===== config.mk =====
export PLATFORM = sky130hd
export DESIGN_NAME = ssd_scan_driver
export DESIGN_NICKNAME = d
export VERILOG_FILES = /design/src/rtl/ssd_pkg.sv /design/src/rtl/ssd_sym_to_seg.sv /design/src/rtl/ssd_scan_driver.sv
export SDC_FILE = /design/constraint.sdc
export NUM_CORES = 1
export LEC_CHECK = 0
export BUFFER_PORTS_ARGS = -buffer_cell sky130_fd_sc_hd__buf_2
export CELL_PAD_IN_SITES_DETAIL_PLACEMENT = 1
export CELL_PAD_IN_SITES_GLOBAL_PLACEMENT = 2
export CORE_MARGIN = 2
export CORE_UTILIZATION = 35
export CTS_BUF_LIST = sky130_fd_sc_hd__clkbuf_8
export DETAILED_ROUTE_END_ITERATION = 10
export PLACE_DENSITY_LB_ADDON = 0.1
export SLEW_MARGIN = 5
export SYNTH_ARGS = -nofsm -noshare
export SYNTH_HDL_FRONTEND = slang
export SYNTH_SLANG_ARGS = --single-unit
export TNS_END_PERCENT = 10

===== constraint.sdc =====
create_clock -name clk -period 3.44 [get_ports clk]
set_clock_uncertainty 0.15 [all_clocks]
set_input_delay 0.344 -clock clk [delete_from_list [all_inputs] [get_ports clk]]
set_output_delay 0.344 -clock clk [all_outputs]
set_load 0.01 [all_outputs]

===== src/rtl/ssd_pkg.sv =====
// Shared definitions for the seven-segment display path: symbol codes,
// segment constants and scan/blink state types.
package ssd_pkg;

  localparam logic [4:0] SYM_L     = 5'h10;
  localparam logic [4:0] SYM_O     = 5'h11;
  localparam logic [4:0] SYM_P     = 5'h12;
  localparam logic [4:0] SYM_N     = 5'h13;
  localparam logic [4:0] SYM_TIRE  = 5'h14;
  localparam logic [4:0] SYM_BLANK = 5'h15;

  localparam logic [6:0] SEG_OFF = 7'h7F;

  typedef enum logic {
    GAP   = 1'b0,
    DRIVE = 1'b1
  } scan_state_t;

  typedef enum logic {
    VISIBLE = 1'b0,
    HIDDEN  = 1'b1
  } blink_phase_t;

endpackage


===== src/rtl/ssd_sym_to_seg.sv =====
// Combinational 5-bit symbol code to active-low {g,f,e,d,c,b,a} segments.
module ssd_sym_to_seg
  import ssd_pkg::*;
(
  input  logic [4:0] sym,
  output logic [6:0] seg
);

  always_comb begin
    seg = SEG_OFF;
    case (sym)
      5'h00:    seg = 7'h40;
      5'h01:    seg = 7'h79;
      5'h02:    seg = 7'h24;
      5'h03:    seg = 7'h30;
      5'h04:    seg = 7'h19;
      5'h05:    seg = 7'h12;
      5'h06:    seg = 7'h02;
      5'h07:    seg = 7'h78;
      5'h08:    seg = 7'h00;
      5'h09:    seg = 7'h10;
      5'h0A:    seg = 7'h08;
      5'h0B:    seg = 7'h03;
      5'h0C:    seg = 7'h46;
      5'h0D:    seg = 7'h21;
      5'h0E:    seg = 7'h06;
      5'h0F:    seg = 7'h0E;
      SYM_L:    seg = 7'h47;
      SYM_O:    seg = 7'h40;
      SYM_P:    seg = 7'h0C;
      SYM_N:    seg = 7'h2B;
      SYM_TIRE: seg = 7'h3F;
      default:  seg = SEG_OFF;
    endcase
  end

endmodule


===== src/rtl/ssd_scan_driver.sv =====
// Four-digit common-anode scan driver with per-digit blink and shadowed,
// frame-synchronous symbol updates.
module ssd_scan_driver
  import ssd_pkg::*;
#(
  parameter int unsigned DIGIT_TICKS = 25_000,
  parameter int unsigned BLINK_TICKS = 50_000_000
) (
  input  logic        clk,
  input  logic        rst,
  input  logic [19:0] sym_in,
  input  logic [3:0]  blink_mask,
  input  logic        load,
  output logic        pending,
  output logic        frame_done,
  output logic [3:0]  an,
  output logic [6:0]  seg
);

  localparam int unsigned SW = $clog2(DIGIT_TICKS + 1);
  localparam int unsigned BW = $clog2(BLINK_TICKS + 1);

  scan_state_t  state, state_nxt;
  blink_phase_t phase;
  logic [SW-1:0] slot_cnt, slot_nxt;
  logic [BW-1:0] blink_cnt;
  logic [1:0]    idx, idx_nxt;
  logic [19:0]   act_sym, shadow_sym;
  logic [3:0]    act_mask, shadow_mask;
  logic [4:0]    cur_sym;
  logic [6:0]    cur_seg;
  logic          slot_last, blink_last;

  assign slot_last  = (slot_cnt == SW'(DIGIT_TICKS - 1));
  assign blink_last = (blink_cnt == BW'(BLINK_TICKS - 1));
  assign frame_done = (state == DRIVE) && slot_last && (idx == 2'd0);
  assign cur_sym    = act_sym[idx*5 +: 5];

  ssd_sym_to_seg u_dec (
    .sym (cur_sym),
    .seg (cur_seg)
  );

  always_comb begin
    state_nxt = state;
    slot_nxt  = slot_cnt + SW'(1);
    idx_nxt   = idx;
    case (state)
      GAP:   state_nxt = DRIVE;
      DRIVE: begin
        if (slot_last) begin
          state_nxt = GAP;
          slot_nxt  = '0;
          idx_nxt   = idx - 2'd1;
        end
      end
      default: state_nxt = GAP;
    endcase
  end

  always_ff @(posedge clk) begin
    if (!rst) begin
      state    <= GAP;
      slot_cnt <= '0;
      idx      <= 2'd3;
    end else begin
      state    <= state_nxt;
      slot_cnt <= slot_nxt;
      idx      <= idx_nxt;
    end
  end

  always_ff @(posedge clk) begin
    if (!rst) begin
      blink_cnt <= '0;
      phase     <= VISIBLE;
    end else if (blink_last) begin
      blink_cnt <= '0;
      phase     <= (phase == VISIBLE) ? HIDDEN : VISIBLE;
    end else begin
      blink_cnt <= blink_cnt + BW'(1);
    end
  end

  // A load landing on the boundary cycle bypasses the shadow so it is not
  // deferred a whole frame and pending never flickers high.
  always_ff @(posedge clk) begin
    if (!rst) begin
      act_sym     <= {4{SYM_BLANK}};
      act_mask    <= '0;
      shadow_sym  <= {4{SYM_BLANK}};
      shadow_mask <= '0;
      pending     <= 1'b0;
    end else if (frame_done) begin
      if (load) begin
        act_sym  <= sym_in;
        act_mask <= blink_mask;
      end else if (pending) begin
        act_sym  <= shadow_sym;
        act_mask <= shadow_mask;
      end
      pending <= 1'b0;
    end else if (load) begin
      shadow_sym  <= sym_in;
      shadow_mask <= blink_mask;
      pending     <= 1'b1;
    end
  end

  always_ff @(posedge clk) begin
    if (!rst) begin
      an  <= '1;
      seg <= SEG_OFF;
    end else if (state == DRIVE) begin
      an  <= ~(4'b0001 << idx);
      seg <= (phase == HIDDEN && act_mask[idx]) ? SEG_OFF : cur_seg;
    end else begin
      an  <= '1;
      seg <= SEG_OFF;
    end
  end

endmodule


==> results of run 1 <==
-- cells in the final DEF, fill, tap and decap left out, drive strengths merged, types with 9 or more instances in the layout --
master  netlist  final
o211a        12     12
xnor2        19     19
and3          9      9
ha           12     12
nor2         53     53
nand3        15     15
dfxtp       105    105
nor2b        13     13
clkbuf       13     10
nand2        55     55
buf          16     47
o211ai       14     14
mux2i        52     52
nand4        11     11
inv          14     14
xor2         20     20
-- how the worst max path moves through the flow --
stage / end / depth (start not counted) / startpoint / slack, ns
CTS: seg[5] / 7 / idx[1] / 0.84
global route: seg[5] / 7 / idx[1] / 0.62
floorplan: seg[5] / 8 / idx[0] / 1.03
global placement: seg[5] / 7 / idx[1] / 1.01
finish: seg[5] / 7 / idx[1] / 0.86
detailed placement: seg[5] / 7 / idx[1] / 0.85
-- state kept, by name, indices dropped and copies added (netlist names) --
| name | cells |
|---|---|
| act_sym | 20 |
| slot_cnt | 15 |
| act_mask | 4 |
| shadow_mask | 4 |
| phase | 1 |
| pending | 1 |
| seg | 7 |
| shadow_sym | 20 |
| an | 4 |
| blink_cnt | 26 |
| idx | 2 |
| state | 1 |
-- critical path: stages (launching register included) --
cell	delay, ns
dfxtp_1	0.64
mux4_2	0.46
inv_1	0.18
ha_1	0.24
nor4_1	0.07
a311oi_1	0.36
a21boi_0	0.22
o21ai_0	0.12
-- metrics by stage --
step           utilization  cell area, um^2  total power, mW  instances
6_report             0.397             5470             2.32        712
5_1_grt              0.397             5470             2.42        712
4_1_cts              0.397             5470             2.37        712
3_5_place_dp         0.379             5230             1.42        696
3_3_place_gp         0.379             5230             1.41        696
2_1_floorplan            -             4900             1.37        498
-- cells in the mapped netlist (3+ instances only) --
cell	instances	area share
and3_1	9	0.011
dfxtp_1	105	0.43
clkbuf_1	13	0.010
xnor2_1	19	0.034
nand3_1	15	0.015
o211a_1	12	0.025
mux2i_1	52	0.11
nor3_1	3	0.0031
and4_1	3	0.0054
buf_4	5	0.0077
nand2_1	55	0.042
ha_1	12	0.031
xor2_1	20	0.036
o211ai_2	12	0.031
mux4_2	6	0.028
nor2b_1	13	0.017
inv_1	14	0.011
nor4_1	7	0.0089
buf_2	8	0.0082
nor2_1	53	0.041
o311ai_1	3	0.0054
nand4_1	10	0.013
o21ai_0	5	0.0051
and2_1	6	0.0077
-- kinds of logic after synthesis --
logic type,count (synthesis),share of synthesized area
buffers and inverters,43,0.0419
xor gates and xnor gates,39,0.0697
adders and majority gates,12,0.0307
muxes,60,0.138
and+or+nand+nor,188,0.194
AOI/OAI and AO/OA,51,0.0958
DFF,105,0.429
-- final cells by class --
cell class / instances / share of cell area
clock buffer: 10 / 0.0252
clock inverter: 6 / 0.0192
inverter: 14 / 0.00961
multi-input combinational: 350 / 0.474
sequential: 105 / 0.384
tap: 180 / 0.0412
timing repair buffer: 47 / 0.0467
-- power by group through the flow --
stage | Combinational, mW | Sequential [mW] | Clock (mW)
2_1_floorplan | 0.0921 | 1.28 | 0
3_3_place_gp | 0.132 | 1.28 | 0
3_5_place_dp | 0.135 | 1.28 | 0
4_1_cts | 0.135 | 1.26 | 0.980
5_1_grt | 0.147 | 1.26 | 1.02
6_report | 0.132 | 1.25 | 0.934
-- layer usage --
| layer | wire length [um] | up-vias | global-route usage | part of all wire |
|---|---|---|---|---|
| met3 | 341 | 12 | 0.0307 | 0.031 |
| met2 | 5240 | 34 | 0.254 | 0.48 |
| met1 | 5210 | 1699 | 0.200 | 0.47 |
| met5 | 0 | - | 0 | 0 |
| li1 | - | 1795 | - | - |
| met4 | 207 | 0 | 0.0711 | 0.019 |
==> qor.yml, run 1 <==
min_to: "shadow_sym[14]"
min_path_type: "in2reg"
netlist_instances: 498
critPathMaxFanout: 11
synth_nets: 537
cts_tree: "built"
cts_resized: 0
antenna_found_initial: 0
end_kind: "register"
ctsHoldBuffers: 0
r2r_cells: 7
seq_power_share: 0.541
cts_sinks: 105
yosysWarnings: 0
cts_htree_levels: 3
multi_input_area_um2: 2590
setup-violations-final: 0
grt_max_degree: 54
rrSetupSlack_ns: 0.86
synth_top_flop_cell: "dfxtp_1"
hold_violations: 0
die_width_um: 122
n_fill_cell: 1627
min_period_ns: 2.58
grt_pass1_wl_um: 18400
ir_worst_vdd_mv: 0.204
start_util: 0.356
synth_cell_types: 53
cts-buffers-inserted: 9
dieArea_um2: 15000
drt_iter0_markers: 115
clockBufferDepth: 2
min_period_over_period: 0.751
dp_hpwl_um: 7680
rows: 43
worstPathArrival_ns: 2.69
grt_pass1_vias: 3559
wl_per_cell_um: 15.4
pwr_density_cell_nw_per_um2: 424
num_vias: 3540
post_drt_via_cell_ratio: 4.97
track_usage: 0.156
fmaxAchievable_ghz: 0.387
reg2reg_from: "idx[1]"
cts_setup_buffers: 0
path_clk_slew_ns: 0.10
drtAntennaViolNets: 0
status: "finished, final reports clean"
place_congestion: 0.722
synth_edf_count: 0
cts-root-buf: "clkbuf_8"
n_antenna_cell: 0
tns_ns: 0
rsz0062_at_grt: "no"
layout_setup_ws_ns: 0.855
num-nets-final: 566
ys_seq_elements: 105
p_sw_mw: 0.524
die_y_um: 122
p_int_mw: 1.80
path_class: "reg2reg"
maxCapViolCount: 0
firstDrtPassIters: 4
clock_latency_ns: 0.38
synthArstFlopShare: 0
reg2reg_to: "seg[5]"
overflow: 0
ys_seq_area_frac: 0.429
io_pins: 40
core_area_um2: 13800
p_leak_nw: 2.42
syn2layout_area_growth_pct: 11.6
regArea_um2: 2100
slew_viol_final: 0
critPathRequiredTime_ns: 3.54
route.detailed.drc: 0
comb_power_share: 0.057
p_sw_frac: 0.226
syn_area_um2: 4900
pwr-share-clk: 0.402
holdCritStartpoint: "sym_in[14]"
drt-total-wl_um: 11000
syn_avg_cell_area_um2: 9.84
drive_above_1_share: 0.171
io_buffer_count: 39
fin_hold_ws_ns: 0.0322
slew_headroom: 0.597
dp_worst_setup_slack_ns: 0.851
min_path_cells: 3
cp-start-kind: "register"
worstMarginPinSlew_ns: 0.605
Note: power is estimated with default switching activity, not from simulation.
==> inputs of run 2 (changes only) <==
==> constraint.sdc (replaced) <==
create_clock -name clk -period 2.7 [get_ports clk]
set_clock_uncertainty 0.15 [all_clocks]
set_input_delay 0.27 -clock clk [delete_from_list [all_inputs] [get_ports clk]]
set_output_delay 0.27 -clock clk [all_outputs]
set_load 0.01 [all_outputs]
==> run 2 against run 1 <==
Compared with the run above:
- routed wire length grew 3.5%
- largest power group unchanged
- critical endpoint unchanged
- highest routed layer unchanged
- worst setup slack lost 0.62 ns
- combinational power grew 52%
- final area grew 4.1%
- fmax grew 5.0%
- flip-flop and latch count is the same
==> qor.yml, run 2 (synthesized netlist as in run 1, its figures left out) <==
status: "finished, final reports clean"
dp_worst_setup_slack_ns: 0.0819  # -0.769 ns
path_class: "reg2reg"
maxCapViolCount: 0  # unchanged
setup-violations-final: 0  # unchanged
cts-root-buf: "clkbuf_8"
tns_ns: 0  # unchanged
min_period_over_period: 0.912  # +0.160
cp-start-kind: "register"
drt_iter0_markers: 104  # -9.6%
drive_above_1_share: 0.170  # -0.00111
track_usage: 0.161  # +0.00479
clock_latency_ns: 0.38  # about the same
io_pins: 40  # unchanged
n_fill_cell: 1613  # -0.86%
path_clk_slew_ns: 0.10  # about the same
holdCritStartpoint: "sym_in[11]"
hold_violations: 0  # unchanged
grt_pass1_vias: 3843  # +8.0%
ir_worst_vdd_mv: 0.204  # -0.15%
rsz0062_at_grt: "no"
drt-total-wl_um: 11400  # +3.5%
antenna_found_initial: 0  # unchanged
critPathRequiredTime_ns: 2.81  # -0.73 ns
die_y_um: 122  # unchanged
instances_no_fill: 739  # +3.8%
p_leak_nw: 2.52  # +4.1%
start_util: 0.356  # unchanged
min_period_ns: 2.46  # -0.123 ns
reg2reg_from: "idx[0]"
grt_pass1_wl_um: 18700  # +1.7%
route.detailed.drc: 0  # unchanged
place_inst: 702  # +0.86%
rows: 43  # unchanged
cts_htree_levels: 3  # unchanged
worstMarginPinSlew_ns: 0.497  # -0.108 ns
firstDrtPassIters: 4  # unchanged
overflow: 0  # unchanged
core_area_um2: 13800  # unchanged
post_drt_via_cell_ratio: 4.98  # +0.18%
fin_util: 0.413  # +0.0162
layout_commonest_cell: "dfxtp_1"
crit_chain: "mux4_2 -> inv_1 -> ha_1 -> nor4_1 -> a311oi_1 -> a21boi_0 -> o21ai_0"
dieArea_um2: 15000  # unchanged
cts_sinks: 105  # unchanged
wl_per_cell_um: 15.4  # -0.32%
io_buffer_count: 39  # unchanged
regMostFlops: "blink_cnt"
cts_tree: "built"
place_congestion: 0.761  # +5.3%
cts-buffers-inserted: 9  # unchanged
num-nets-final: 594  # +4.9%
num_vias: 3681  # +4.0%
slew_headroom: 0.668  # +0.0715
slowest_stage: "mux4_2"
critPathMaxFanout: 8  # -3
grt_max_degree: 36  # -33%
cpPeakStageDelay_ns: 0.58  # -0.06 ns
largest_reg_flops: 26  # unchanged
min_path_type: "in2reg"
top_regs: "blink_cnt x26, act_sym x20, shadow_sym x20"
dp_hpwl_um: 8000  # +4.1%
clockBufferDepth: 2  # unchanged
slew_viol_final: 0  # unchanged
cts_setup_buffers: 0  # unchanged
die_width_um: 122  # unchanged
layout_setup_ws_ns: 0.239  # -0.617 ns
syn2layout_area_growth_pct: 16.2
n_antenna_cell: 0  # unchanged
mostFrequentLayoutCells: "dfxtp_1, nand2_1, nor2_1"
crit_buf_inv: 1  # unchanged
pwr_density_cell_nw_per_um2: 492  # +16%
worstPathArrival_ns: 2.57  # -0.12 ns
critPathTopFamily: "compound AO/OA/AOI/OAI gates"
crit_start: "idx[0]"
drtAntennaViolNets: 0  # unchanged
fmaxAchievable_ghz: 0.406  # +5.0%
end_kind: "register"
-- run 2: path summary, 6_finish.rpt --
check | to | cells past startpoint | slack (ns)
worst max register to register | seg[5] | 7 | 0.24
worst min-delay path | shadow_sym[11] | 3 | 0.02
worst max-delay path | seg[5] | 7 | 0.24
worst min register to register | blink_cnt[0] | 1 | 0.30
-- run 2: final cells by class --
class | instances | area [um^2] | area share
multi-input combinational | 350 | 2590 | 0.455
sequential | 105 | 2110 | 0.370
timing repair buffer | 75 | 520 | 0.0914
tap | 180 | 225 | 0.0396
clock buffer | 11 | 151 | 0.0266
inverter | 14 | 52.6 | 0.00923
clock inverter | 4 | 45.0 | 0.00791
-- run 2: what timing repair did --
item                       CTS  global route
hold endpoints to repair    22             0
hold buffers                22             0
setup endpoints to repair    0             1
resized for setup            0             2
-- run 2: worst reg2reg max path, stage by stage, from the launching register on --
cell and delay [ns]:
dfxtp_4 0.42, mux4_2 0.58, inv_1 0.19, ha_1 0.24
nor4_1 0.07, a311oi_1 0.35, a21boi_0 0.23, o21ai_0 0.11
-- run 2: power breakdown --
group	total, mW	switching [mW]	internal (mW)
Combinational	0.200	0.104	0.0967
Sequential	1.60	0.0190	1.58
Clock	1.00	0.535	0.469
Total	2.80	0.657	2.14
-- run 2: metal layers --
metal	part of all wire	vias up	track usage
met5	0	-	0
li1	-	1838	-
met4	0.018	0	0.0690
met2	0.50	30	0.285
met1	0.46	1798	0.191
met3	0.021	15	0.0283
-- run 2: per-stage QoR --
step | hold WS, ns | area (um^2) | total power, mW
after CTS | 0.00705 | 5690 | 2.86
after floorplan | 0.245 | 4900 | 1.75
after global placement | 0.272 | 5270 | 1.81
after detailed placement | 0.285 | 5270 | 1.81
after global routing | 0.0504 | 5690 | 2.94
final | 0.0198 | 5690 | 2.80
